### config.mk
export PLATFORM = sky130hd
export DESIGN_NAME = idex_hazard_stage_flat
export DESIGN_NICKNAME = d
export VERILOG_FILES = /design/src/rtl/idex_hazard_stage_if.sv /design/src/rtl/idex_hazard_stage.sv /design/src/flat_wrapper.sv
export SDC_FILE = /design/constraint.sdc
export NUM_CORES = 1
export LEC_CHECK = 0
export BUFFER_PORTS_ARGS = -buffer_cell sky130_fd_sc_hd__buf_2
export CAP_MARGIN = 5
export CORE_ASPECT_RATIO = 0.6
export CORE_UTILIZATION = 40
export CTS_CLUSTER_DIAMETER = 60
export CTS_CLUSTER_SIZE = 24
export DETAILED_ROUTE_END_ITERATION = 10
export PLACE_DENSITY = 0.7
export SETUP_SLACK_MARGIN = 0.4
export SLEW_MARGIN = 20
export SYNTH_ARGS = -nofsm -noshare
export SYNTH_HDL_FRONTEND = slang
export SYNTH_SLANG_ARGS = --single-unit
### constraint.sdc
create_clock -name clk -period 3.4 [get_ports clk]
set_input_delay 0.34 -clock clk [delete_from_list [all_inputs] [get_ports clk]]
set_output_delay 0.34 -clock clk [all_outputs]
set_load 0.05 [all_outputs]
### src/rtl/idex_hazard_stage_if.sv
// ID/EX stage bundle: decoded ID fields and pipe control in, EX fields and stall status out.
interface idex_hazard_stage_if #(
  parameter int DATA_W = 32,
  parameter int CNT_W  = 16
);
  logic              idValid;
  logic [3:0]        idInstrType;
  logic [4:0]        idRS;
  logic [4:0]        idRT;
  logic [4:0]        idRegDest;
  logic [DATA_W-1:0] idRSData;
  logic [DATA_W-1:0] idRTData;
  logic              flush;
  logic              memStall;
  logic              exValid;
  logic [3:0]        exInstrType;
  logic [4:0]        exRS;
  logic [4:0]        exRT;
  logic [4:0]        exRegDest;
  logic [DATA_W-1:0] exRSData;
  logic [DATA_W-1:0] exRTData;
  logic              stallFront;
  logic [CNT_W-1:0]  loadUseCnt;

  modport master (
    output idValid, idInstrType, idRS, idRT, idRegDest, idRSData, idRTData, flush, memStall,
    input  exValid, exInstrType, exRS, exRT, exRegDest, exRSData, exRTData, stallFront, loadUseCnt
  );

  modport slave (
    input  idValid, idInstrType, idRS, idRT, idRegDest, idRSData, idRTData, flush, memStall,
    output exValid, exInstrType, exRS, exRT, exRegDest, exRSData, exRTData, stallFront, loadUseCnt
  );
endinterface

### src/rtl/idex_hazard_stage.sv
// ID/EX pipeline register with load-use detection: one-cycle ID->EX latency, a single bubble
// per dependent load, EX flush on taken branch/jump, and a full freeze while memStall is high.
module idex_hazard_stage #(
  parameter logic [3:0] LOAD_TYPE   = 4'd2,
  parameter logic [3:0] BUBBLE_TYPE = 4'd3,
  parameter int         DATA_W      = 32,
  parameter int         CNT_W       = 16
) (
  input logic                clk,
  input logic                rst,
  idex_hazard_stage_if.slave bus
);
  typedef enum logic {RUN, LU_BUBBLE} state_t;

  state_t            state;
  logic              ex_valid;
  logic [3:0]        ex_type;
  logic [4:0]        ex_rs;
  logic [4:0]        ex_rt;
  logic [4:0]        ex_rd;
  logic [DATA_W-1:0] ex_rs_data;
  logic [DATA_W-1:0] ex_rt_data;
  logic [CNT_W-1:0]  lu_cnt;

  logic uses_rs;
  logic uses_rt;
  logic load_use;
  logic insert_bubble;

  always_comb begin
    uses_rs = 1'b1;
    uses_rt = 1'b1;
    case (bus.idInstrType)
      4'd4, 4'd5, 4'd9, 4'd10, 4'd11: begin
        uses_rs = 1'b0;
        uses_rt = 1'b0;
      end
      4'd1, 4'd6: uses_rt = 1'b0;
      default: ;
    endcase
  end

  // Register 0 is hard-wired, so a load targeting it can never create a dependency.
  assign load_use = bus.idValid && ex_valid && (ex_type == LOAD_TYPE) && (ex_rd != 5'd0) &&
                    ((uses_rs && (bus.idRS == ex_rd)) || (uses_rt && (bus.idRT == ex_rd)));

  assign insert_bubble  = load_use && (state == RUN) && !bus.flush;
  assign bus.stallFront = bus.memStall || insert_bubble;

  always_ff @(posedge clk or posedge rst) begin
    if (rst) begin
      state      <= RUN;
      ex_valid   <= 1'b0;
      ex_type    <= BUBBLE_TYPE;
      ex_rs      <= 5'd0;
      ex_rt      <= 5'd0;
      ex_rd      <= 5'd0;
      ex_rs_data <= '0;
      ex_rt_data <= '0;
      lu_cnt     <= '0;
    end else if (!bus.memStall) begin
      if (bus.flush || insert_bubble) begin
        ex_valid   <= 1'b0;
        ex_type    <= BUBBLE_TYPE;
        ex_rs      <= 5'd0;
        ex_rt      <= 5'd0;
        ex_rd      <= 5'd0;
        ex_rs_data <= '0;
        ex_rt_data <= '0;
      end else begin
        ex_valid   <= bus.idValid;
        ex_type    <= bus.idInstrType;
        ex_rs      <= bus.idRS;
        ex_rt      <= bus.idRT;
        ex_rd      <= bus.idRegDest;
        ex_rs_data <= bus.idRSData;
        ex_rt_data <= bus.idRTData;
      end
      state <= insert_bubble ? LU_BUBBLE : RUN;
      if (insert_bubble && (lu_cnt != {CNT_W{1'b1}}))
        lu_cnt <= lu_cnt + CNT_W'(1);
    end
  end

  assign bus.exValid     = ex_valid;
  assign bus.exInstrType = ex_type;
  assign bus.exRS        = ex_rs;
  assign bus.exRT        = ex_rt;
  assign bus.exRegDest   = ex_rd;
  assign bus.exRSData    = ex_rs_data;
  assign bus.exRTData    = ex_rt_data;
  assign bus.loadUseCnt  = lu_cnt;
endmodule

### src/flat_wrapper.sv
// flat-port wrapper written by rule: the top's interface ports become plain ports
module idex_hazard_stage_flat 
#(
  parameter logic [3:0] LOAD_TYPE   = 4'd2,
  parameter logic [3:0] BUBBLE_TYPE = 4'd3,
  parameter int         DATA_W      = 32,
  parameter int         CNT_W       = 16
)
  (clk, rst, bus_idValid, bus_idInstrType, bus_idRS, bus_idRT, bus_idRegDest, bus_idRSData, bus_idRTData, bus_flush, bus_memStall, bus_exValid, bus_exInstrType, bus_exRS, bus_exRT, bus_exRegDest, bus_exRSData, bus_exRTData, bus_stallFront, bus_loadUseCnt);
  idex_hazard_stage_if #(.DATA_W(DATA_W), .CNT_W(CNT_W)) bus_i ();
  input logic clk;
  input logic rst;
  input wire logic [$bits(bus_i.idValid)-1:0] bus_idValid;
  input wire logic [$bits(bus_i.idInstrType)-1:0] bus_idInstrType;
  input wire logic [$bits(bus_i.idRS)-1:0] bus_idRS;
  input wire logic [$bits(bus_i.idRT)-1:0] bus_idRT;
  input wire logic [$bits(bus_i.idRegDest)-1:0] bus_idRegDest;
  input wire logic [$bits(bus_i.idRSData)-1:0] bus_idRSData;
  input wire logic [$bits(bus_i.idRTData)-1:0] bus_idRTData;
  input wire logic [$bits(bus_i.flush)-1:0] bus_flush;
  input wire logic [$bits(bus_i.memStall)-1:0] bus_memStall;
  output wire logic [$bits(bus_i.exValid)-1:0] bus_exValid;
  output wire logic [$bits(bus_i.exInstrType)-1:0] bus_exInstrType;
  output wire logic [$bits(bus_i.exRS)-1:0] bus_exRS;
  output wire logic [$bits(bus_i.exRT)-1:0] bus_exRT;
  output wire logic [$bits(bus_i.exRegDest)-1:0] bus_exRegDest;
  output wire logic [$bits(bus_i.exRSData)-1:0] bus_exRSData;
  output wire logic [$bits(bus_i.exRTData)-1:0] bus_exRTData;
  output wire logic [$bits(bus_i.stallFront)-1:0] bus_stallFront;
  output wire logic [$bits(bus_i.loadUseCnt)-1:0] bus_loadUseCnt;
  assign bus_i.idValid = bus_idValid;
  assign bus_i.idInstrType = bus_idInstrType;
  assign bus_i.idRS = bus_idRS;
  assign bus_i.idRT = bus_idRT;
  assign bus_i.idRegDest = bus_idRegDest;
  assign bus_i.idRSData = bus_idRSData;
  assign bus_i.idRTData = bus_idRTData;
  assign bus_i.flush = bus_flush;
  assign bus_i.memStall = bus_memStall;
  assign bus_exValid = bus_i.exValid;
  assign bus_exInstrType = bus_i.exInstrType;
  assign bus_exRS = bus_i.exRS;
  assign bus_exRT = bus_i.exRT;
  assign bus_exRegDest = bus_i.exRegDest;
  assign bus_exRSData = bus_i.exRSData;
  assign bus_exRTData = bus_i.exRTData;
  assign bus_stallFront = bus_i.stallFront;
  assign bus_loadUseCnt = bus_i.loadUseCnt;
  idex_hazard_stage #(.LOAD_TYPE(LOAD_TYPE), .BUBBLE_TYPE(BUBBLE_TYPE), .DATA_W(DATA_W), .CNT_W(CNT_W)) u_core (.clk(clk), .rst(rst), .bus(bus_i));
endmodule
[Word level (Yosys, flattened, before mapping)]
Index checks and enable logic that the tools add are counted.
Cells by class
  $add $sub $neg: 1
  equality and inequality tests: 11
  muxes and demuxes: 10
  bitwise operators: 2
  reduce and logical (&&, ||, !) cells: 17
Operators with widths (count)
  $mux 32: 2
  $add 16x1->16 const B: 1
  $ne 16x16->1 const B: 1
  $mux 5: 3
  $eq 4x3->1 const B: 3
  $eq 4x4->1 const B: 3
  $eq 5x5->1: 2
  $logic_and 1x1->1: 9
  $reduce_or 7->1: 1
  $reduce_bool 5->1: 1
  $reduce_or 5->1: 1
  $eq 4x1->1 const B: 1
  $eq 4x2->1 const B: 1
  $mux 1: 4
  $mux 4: 1
  $logic_or 1x1->1: 3
  $not 1->1: 2
  $reduce_and 2->1: 1
  $logic_not 1->1: 1
Storage, ports and cells
  register bits: 101
  bits of input ports: 88
  output and inout port bits: 101
  word-level logic and storage cells: 50

[Longest topological paths before layout]
Gate-level depths: netlist of the first run.
  depth in word-level cells: 10
  mapped depth: 9
  depth with buffers taken out: 6

[Worst setup path before layout of the first run]
No wires, ideal clock.
  kind: reg2out
  from: reg u_core.ex_type[1], in the netlist u_core.bus.exInstrType[1]
  to: out bus_stallFront
  data arrival time: 2.518 ns
  data required time: 3.060 ns
  setup slack: 0.542 ns
  cell stages (with the launch flop): 7
  buffers on the path: 1
  path through: dfstp_2 or4b_1 nor3_2 and3_2 o21ai_2 buf_2 o21bai_1
On the way
  cells in the longest elaborated chain, start to end: 7
Ends and longest elaborated chain
  start, declared: line idex_hazard_stage.sv:17  | logic [3:0] ex_type;
  start signal, assigned: line idex_hazard_stage.sv:72  | ex_type <= bus.idInstrType;
  $eq 4x2->1: line idex_hazard_stage.sv:44  | assign load_use = bus.idValid && ex_valid && (ex_type == LOAD_TYPE) && (ex_rd != 5'd0) &&
  $logic_and 1x1->1 (3 in series): line idex_hazard_stage.sv:44
  $logic_and 1x1->1 (2 in series): line idex_hazard_stage.sv:47  | assign insert_bubble = load_use && (state == RUN) && !bus.flush;
  $logic_or 1x1->1: line idex_hazard_stage.sv:48  | assign bus.stallFront = bus.memStall || insert_bubble;
  end, declared: line flat_wrapper.sv:29  | output wire logic [$bits(bus_i.stallFront)-1:0] bus_stallFront;
Every way passes these cells.

[Worst setup path in the final report of the first run]
Ends and elaborated chain as after synthesis.

==> key figures, run 1 <==
Timing
  – Max-slew violation count: 0
  – Max-Slew Margin vs Limit: 0.4026
  – Final period util: 0.8005
  – Setup violators final: 0
  – Peak Freq: 0.3674 GHz
  – Skew final: 0.01045 ns
  – Crit path time final: 2.722 ns
  – Slew @ Worst Pin: 0.8961 ns
  – Setup_tns: 0 ns
  – Final Hold Vio Count: 0
  – RSZ-0062 raised after global routing: no

Synth
  – Yosys reg bits: 101
  – Synth warnings: 0
  – Main flop type after synthesis: dfrtp_1
  – Netlist cell types: 38
  – Mapped Nets: 396
  – Register area share after synthesis: 0.6278
  – EDFF count, synth: 0
  – Syn_area_per_cell: 13.13 sq um
  – Gate Count Post-Synth: 307
  – Asr flop ratio synth: 1.000
  – Area of the mapped netlist: 0.004030 sq mm

GRT
  – Global-route usage over all layers: 0.1950
  – Largest net degree at the start of global routing: 102
  – Vias in the first global route: 3052
  – Grt total ovfl: 0
  – Initial antenna violation count: 0
  – First-pass GRT wire length: 15920 microns

Power
  – Internal: 1969 uW
  – Logic pwr share: 0.204
  – Psw: 918.1 uW
  – Sequential share of power: 0.460
  – Switching Share: 0.3180
  – Pwr per Cell Area: 537.8 mW/mm^2
  – Static Leak: 0.002922 uW
  – Final Total Pwr: 2888 uW
  – Peak VDD IR: 269.6 uV
  – Clock share of power: 0.336

Setup path
  – RR Startpoint: u_core.bus.exRegDest[1]
  – R2R cell count: 7
  – R2r setup slk: 0.96 ns
  – R2R Path End: u_core.bus.exRTData[14]
  – Worst setup SP type: flop
  – Data arrival, critical path: 2.38 ns
  – Critical path endpoint category: output pin
  – Worst Path Required: 3.06 ns
  – Crit Path Class: reg2out
  – Critical Path Fanout Max: 12

Run status
  – Status: finished clean

Clock network
  – Post-CTS setup buffer count: 0
  – Skew-Pair Late Insertion Delay: 0.33 ns
  – CTS tree: yes
  – H-tree levels: 3
  – Clock transition at path regs: 0.07 ns
  – CTS Sinks: 101
  – CTS buffer count: 9
  – Clk buf depth: 2
  – Post-cts resize count: 0
  – Clock Tree Root: clkbuf_16
  – CTS Hold Bufs: 0

Min path
  – Min-delay worst type: in2async

Die
  – Initial core utilization: 0.4261
  – Rows: 27
  – Die Wd: 131.6 microns
  – Core Box Area: 0.009459 sq mm
  – Die area: 0.01049 sq mm
  – Die H: 79.75 microns
  – IO Pins: 189

Placed design
  – PortBufs: 188
  – GPL Wtd Cong: 0.7952
  – DP Wirelength: 6933 microns

Routing
  – DR vias/cell: 5.129
  – Vias: 3190
  – Drt total wl: 10110 microns
  – Starting DRT DRC Count: 122
  – Wirelength per Cell: 16.26 microns
  – Iteration count of the initial detailed-routing pass: 4
  – Post-route DRC: 0
  – ANT nets after route: 0

Final layout
  – Inserted Diodes: 0
  – Final nets: 576
  – Share of layout cells above drive strength 1: 0.4492
  – Fill cells: 815
  – Layout area overhead: 33.22%

Flow run
  – Max Cap Viol: 0
## kinds of logic (layout without fill, tap and decap cells)
logic type                 count (synthesis)  count (layout)  synth area share
DFF                                      101             101            0.6278
AOI/OAI and AO/OA                         93              93            0.1981
and+or+nand+nor                           56              56           0.07855
buffers and inverters                     29             214           0.03043
xor gates and xnor gates                  24              24           0.05402
muxes                                      3               3          0.008072
adders and majority gates                  1               1          0.003104
## layout by cell type (no fill, tap or decap), types with 2 or more instances in the layout
cell type / instances
buf_2: 188
dfrtp_1: 99
a22o_1: 82
xor2_1: 17
nand2_1: 11
nor3_1: 11
nand3_1: 9
clkbuf_16: 9
inv_1: 6
xnor2_1: 6
nand4_1: 3
or2_2: 3
nor4_1: 3
nor2_1: 3
clkinv_4: 3
o211ai_1: 2
nor3b_1: 2
nor2b_1: 2
a21oi_1: 2
mux2_2: 2
o21ai_0: 2
inv_6: 2
buf_4: 2
dfstp_2: 2
## power by group through the flow
stage	Combinational, uW	Sequential [uW]	Clock [uW]
after floorplan	140	1620	0
after global placement	585	1350	0
after detailed placement	594	1350	0
after CTS	594	1330	1000
after global routing	620	1340	1050
final	588	1330	970
## critical path: stages (launching register included)
cell and delay [ns]:
dfstp_2 0.53, or4b_1 0.45, nor3_2 0.19, and3_2 0.25, o21ai_2 0.16, o21bai_1 0.19
buf_2 0.29
## how the worst max path moves through the flow
stage / startpoint / slack (ns) / end / depth (start not counted)
floorplan: rst / 0.42 / u_core.bus.exInstrType[2] / 1
global placement: u_core.bus.exRegDest[4] / 1.03 / u_core.bus.exRSData[26] / 7
detailed placement: bus_idInstrType[2] / 0.99 / u_core.bus.exRSData[19] / 7
CTS: u_core.bus.exInstrType[1] / 0.65 / bus_stallFront / 6
global route: u_core.bus.exInstrType[1] / 0.53 / bus_stallFront / 6
finish: u_core.bus.exInstrType[1] / 0.68 / bus_stallFront / 6
## Yosys cell counts, types with 2 or more instances
| cell type | instances | area, sq um |
|---|---|---|
| dfrtp_1 | 99 | 2477 |
| a22o_1 | 82 | 718.2 |
| xor2_1 | 17 | 148.9 |
| buf_2 | 11 | 55.05 |
| clkbuf_1 | 11 | 41.29 |
| nand2_1 | 11 | 41.29 |
| nor3_1 | 11 | 55.05 |
| nand3_1 | 9 | 45.04 |
| inv_1 | 7 | 26.28 |
| xnor2_1 | 6 | 52.55 |
| nand4_1 | 3 | 18.77 |
| nor2_1 | 3 | 11.26 |
| nor4_1 | 3 | 18.77 |
| or2_2 | 3 | 18.77 |
| a21oi_1 | 2 | 10.01 |
| dfstp_2 | 2 | 52.55 |
| mux2_2 | 2 | 22.52 |
| nor2b_1 | 2 | 12.51 |
| nor3b_1 | 2 | 15.01 |
| o211ai_1 | 2 | 15.01 |
| o21ai_0 | 2 | 10.01 |
## sequential cells by signal, summed over array words and instances, names as in the netlist
name and flops:
u_core.bus.exInstrType 4, u_core.bus.exRS 5, u_core.bus.exRSData 32, u_core.bus.exRT 5
u_core.bus.exRTData 32, u_core.bus.exRegDest 5, u_core.bus.exValid 1, u_core.bus.loadUseCnt 16
u_core.state 1
## through the flow
stage | hold slack (ns) | setup slack [ns] | util | instances | cell area [sq um]
3_3_place_gp | 0.4871 | 1.030 | 0.5373 | 606 | 5082
3_5_place_dp | 0.4885 | 0.9938 | 0.5373 | 606 | 5082
5_1_grt | 0.1746 | 0.5300 | 0.5676 | 622 | 5369
6_report | 0.1157 | 0.6784 | 0.5676 | 622 | 5369
2_1_floorplan | 0.4460 | 0.4162 | - | 307 | 4030
4_1_cts | 0.1561 | 0.6493 | 0.5676 | 622 | 5369
## area by class of cell
type	count	area, sq um	area share
clock buffers	11	242.7	0.04521
flip-flops and latches	101	2530	0.4712
multi-input cells	177	1385	0.2580
inverters	7	28.78	0.005360
repair buffers	191	975.9	0.1818
well taps	130	162.7	0.03030
clock inverters	5	43.79	0.008157
## routing by layer
| layer | vias to the layer above | wire length, microns | track usage |
|---|---|---|---|
| li1 | 1498 | - | - |
| met1 | 1547 | 4919 | 0.2838 |
| met2 | 139 | 4255 | 0.2746 |
| met3 | 6 | 866 | 0.06286 |
| met4 | 0 | 72 | 0.05698 |
| met5 | - | 0 | 0 |
No activity file was read; power rests on OpenSTA's default activity.
==> run 2: changes to the inputs <==
Settings changed: PLACE_DENSITY 0.7 to 0.73.
Clock period 3.4 ns to 2.2 ns, I/O delays scaled along.
==> run 2 against run 1 <==
The run now ends with negative setup slack left; largest cell class unchanged; clock power is 70% higher; wire length is 18% higher; via count is 8.8% higher; power is 64% higher; die area stayed put; critical path depth is 1 higher; combinational power is 77% higher; sequential share of layout area is 5.8 points lower; sequential cell count stayed put.
==> key figures, run 2 (synthesized netlist as in run 1, its figures left out) <==
Run status
  – Status: complete, but fails checks (was finished clean)
  – Failing checks: negative setup slack

Power
  – Peak VDD IR: 387.4 uV (was 269.6 uV)
  – Sequential share of power: 0.434 (was 0.460)
  – Switching Share: 0.3026 (was 0.3180)
  – Pwr per Cell Area: 773.3 mW/mm^2 (was 537.8 mW/mm^2)
  – Logic pwr share: 0.220 (was 0.204)
  – Clock share of power: 0.347 (was 0.336)
  – Static Leak: 0.003221 uW (was 0.002922 uW)
  – Final Total Pwr: 4750 uW (was 2888 uW)
  – Internal: 3313 uW (was 1969 uW)
  – Psw: 1437 uW (was 918.1 uW)

Final layout
  – Most frequent cells in the layout: buf_2 (187), dfrtp_1 (93), a22o_1 (82) (was buf_2 (188), dfrtp_1 (99), a22o_1 (82))
  – Fill cells: 695 (was 815)
  – Final nets: 608 (was 576)
  – Fin cells: 653 (was 622)
  – Commonest non-fill, non-tap cell in the layout: buf_2 (unchanged)
  – Area of the multi-input gates: 0.001578 sq mm (was 0.001385 sq mm)
  – Register area: 0.002537 sq mm (was 0.002530 sq mm)
  – Inserted Diodes: 0 (unchanged)
  – Share of layout cells above drive strength 1: 0.5239 (was 0.4492)
  – Layout area overhead: 52.41% (was 33.22%)

Timing
  – Setup_tns: -5.996 ns (was 0 ns)
  – Skew final: 0.008178 ns (was 0.01045 ns)
  – RSZ-0062 raised after global routing: yes (was no)
  – Slew @ Worst Pin: 0.8800 ns (was 0.8961 ns)
  – Final Hold Vio Count: 0 (unchanged)
  – Final period util: 1.043
  – Setup violators final: 84 (was 0)
  – Peak Freq: 0.4357 GHz
  – Max-slew violation count: 0 (unchanged)
  – Crit path time final: 2.295 ns
  – Max-Slew Margin vs Limit: 0.4133 (was 0.4026)
  – Setup ws final: -0.09509 ns (was 0.6784 ns)

GRT
  – First-pass GRT wire length: 18890 microns (was 15920 microns)
  – Largest net degree at the start of global routing: 87 (was 102)
  – Vias in the first global route: 3437 (was 3052)
  – Global-route usage over all layers: 0.2382 (was 0.1950)
  – Grt total ovfl: 0 (unchanged)
  – Initial antenna violation count: 0 (unchanged)

Clock network
  – H-tree levels: 3 (unchanged)
  – Skew-Pair Late Insertion Delay: 0.33 ns (about the same)
  – Clock Tree Root: clkbuf_16 (unchanged)
  – CTS buffer count: 9 (unchanged)
  – CTS tree: yes (unchanged)
  – Clock transition at path regs: 0.07 ns (about the same)
  – Clk buf depth: 2 (unchanged)
  – CTS Sinks: 101 (unchanged)
  – CTS Hold Bufs: 0 (unchanged)

Setup path
  – R2R cell count: 7 (unchanged)
  – Data arrival, critical path: 2.51 ns (was 2.38 ns)
  – RR Startpoint: u_core.bus.exInstrType[1] (was u_core.bus.exRegDest[1])
  – Critical Path Fanout Max: 5 (was 12)
  – Critical path endpoint category: flop (was output pin)
  – Worst path top cell family by delay: simple AND/OR/NAND/NOR gates (unchanged)
  – Slowest CP cell: dfstp_2 (unchanged)
  – R2r setup slk: -0.1 ns (was 0.96 ns)
  – Worst setup SP type: flop (unchanged)
  – Worst Path Required: 2.41 ns (was 3.06 ns)
  – Worst Path Buf+Inv: 1 (unchanged)
  – Cells along the critical path: or4b_4 > nor3_4 > and3_4 > o21ai_4 > buf_4 > or4_4 > xnor2_2 (was or4b_1 > nor3_2 > and3_2 > o21ai_2 > o21bai_1 > buf_2)
  – Crit-path max cell delay: 0.53 ns (about the same)
  – Crit Path Class: reg2reg (was reg2out)
  – R2R Path End: u_core.bus.loadUseCnt[15] (was u_core.bus.exRTData[14])

Placed design
  – GPL Wtd Cong: 0.8216 (was 0.7952)
  – DP Wirelength: 7594 microns (was 6933 microns)
  – PortBufs: 188 (unchanged)
  – Inst Count DP: 616 (was 606)

Min path
  – Min-delay worst type: in2async (unchanged)

Routing
  – ANT nets after route: 0 (unchanged)
  – Vias: 3470 (was 3190)
  – Starting DRT DRC Count: 163 (was 122)
  – Wirelength per Cell: 18.34 microns (was 16.26 microns)
  – Post-route DRC: 0 (unchanged)
  – Drt total wl: 11980 microns (was 10110 microns)
  – Iteration count of the initial detailed-routing pass: 4 (unchanged)
  – DR vias/cell: 5.314 (was 5.129)

Die
  – IO Pins: 189 (unchanged)
  – Die Wd: 131.6 microns (unchanged)
  – Die H: 79.75 microns (unchanged)
  – Rows: 27 (unchanged)
  – Die area: 0.01049 sq mm (unchanged)
  – Initial core utilization: 0.4261 (unchanged)
  – Core Box Area: 0.009459 sq mm (unchanged)

Flow run
  – Max Cap Viol: 0 (unchanged)
[run 2: worst reg2reg max path: cells and delay by family (launching register included)]
kind	cells	cell delay, ns
simple gates	4	1.25
flops	1	0.53
buf+inv	1	0.17
xor+xnor	1	0.15
compound gates	1	0.07
[run 2: routing by layer]
| metal | wire (microns) | global-route usage |
|---|---|---|
| met4 | 61 | 0.05233 |
| met1 | 5523 | 0.3294 |
| met3 | 883 | 0.06540 |
| met2 | 5509 | 0.3757 |
| met5 | 0 | 0 |
[run 2: through the flow]
stage	worst slack, ns	cell area [sq um]	utilization	hold WS, ns
6_report	-0.09509	6142	0.6493	0.002654
5_1_grt	-0.1813	6142	0.6493	0.02663
4_1_cts	-0.1206	6075	0.6422	0.01758
3_5_place_dp	0.05249	5298	0.5601	0.3771
3_3_place_gp	0.08202	5298	0.5601	0.3784
2_1_floorplan	-0.05397	4185	-	0.3342
[run 2: timing repair]
| item | in CTS | in global routing |
|---|---|---|
| setup endpoints to repair | 101 | 102 |
| cloned | 9 | 0 |
| pin swaps | 22 | 34 |
| gates resized for setup | 27 | 7 |
| buffers inserted | 10 | 3 |
[run 2: how the worst max path moves through the flow]
stage                               from  depth (start not counted)                   endpoint
2_1_floorplan  u_core.bus.exInstrType[1]                          6  u_core.bus.loadUseCnt[15]
3_3_place_gp   u_core.bus.exInstrType[1]                          6  u_core.bus.loadUseCnt[15]
3_5_place_dp   u_core.bus.exInstrType[1]                          6  u_core.bus.loadUseCnt[15]
4_1_cts        u_core.bus.exInstrType[1]                          6             bus_stallFront
5_1_grt        u_core.bus.exInstrType[1]                          6             bus_stallFront
6_report       u_core.bus.exInstrType[1]                          7  u_core.bus.loadUseCnt[15]
[run 2: final cells by class]
cell class                 instances  share of cell area
clock buffer                      11             0.03789
clock inverter                     4             0.01222
inverter                           7            0.004889
multi-input combinational        178              0.2569
sequential                       101              0.4131
tap                              130             0.02648
timing repair buffer             222              0.2485
[run 2: power groups by stage]
stage | sequential, uW | clock, uW | combinational, uW
after detailed placement | 2090 | 0 | 943
after CTS | 2060 | 1680 | 1040
final | 2060 | 1650 | 1040
after floorplan | 2510 | 0 | 234
after global routing | 2070 | 1770 | 1090
after global placement | 2090 | 0 | 928
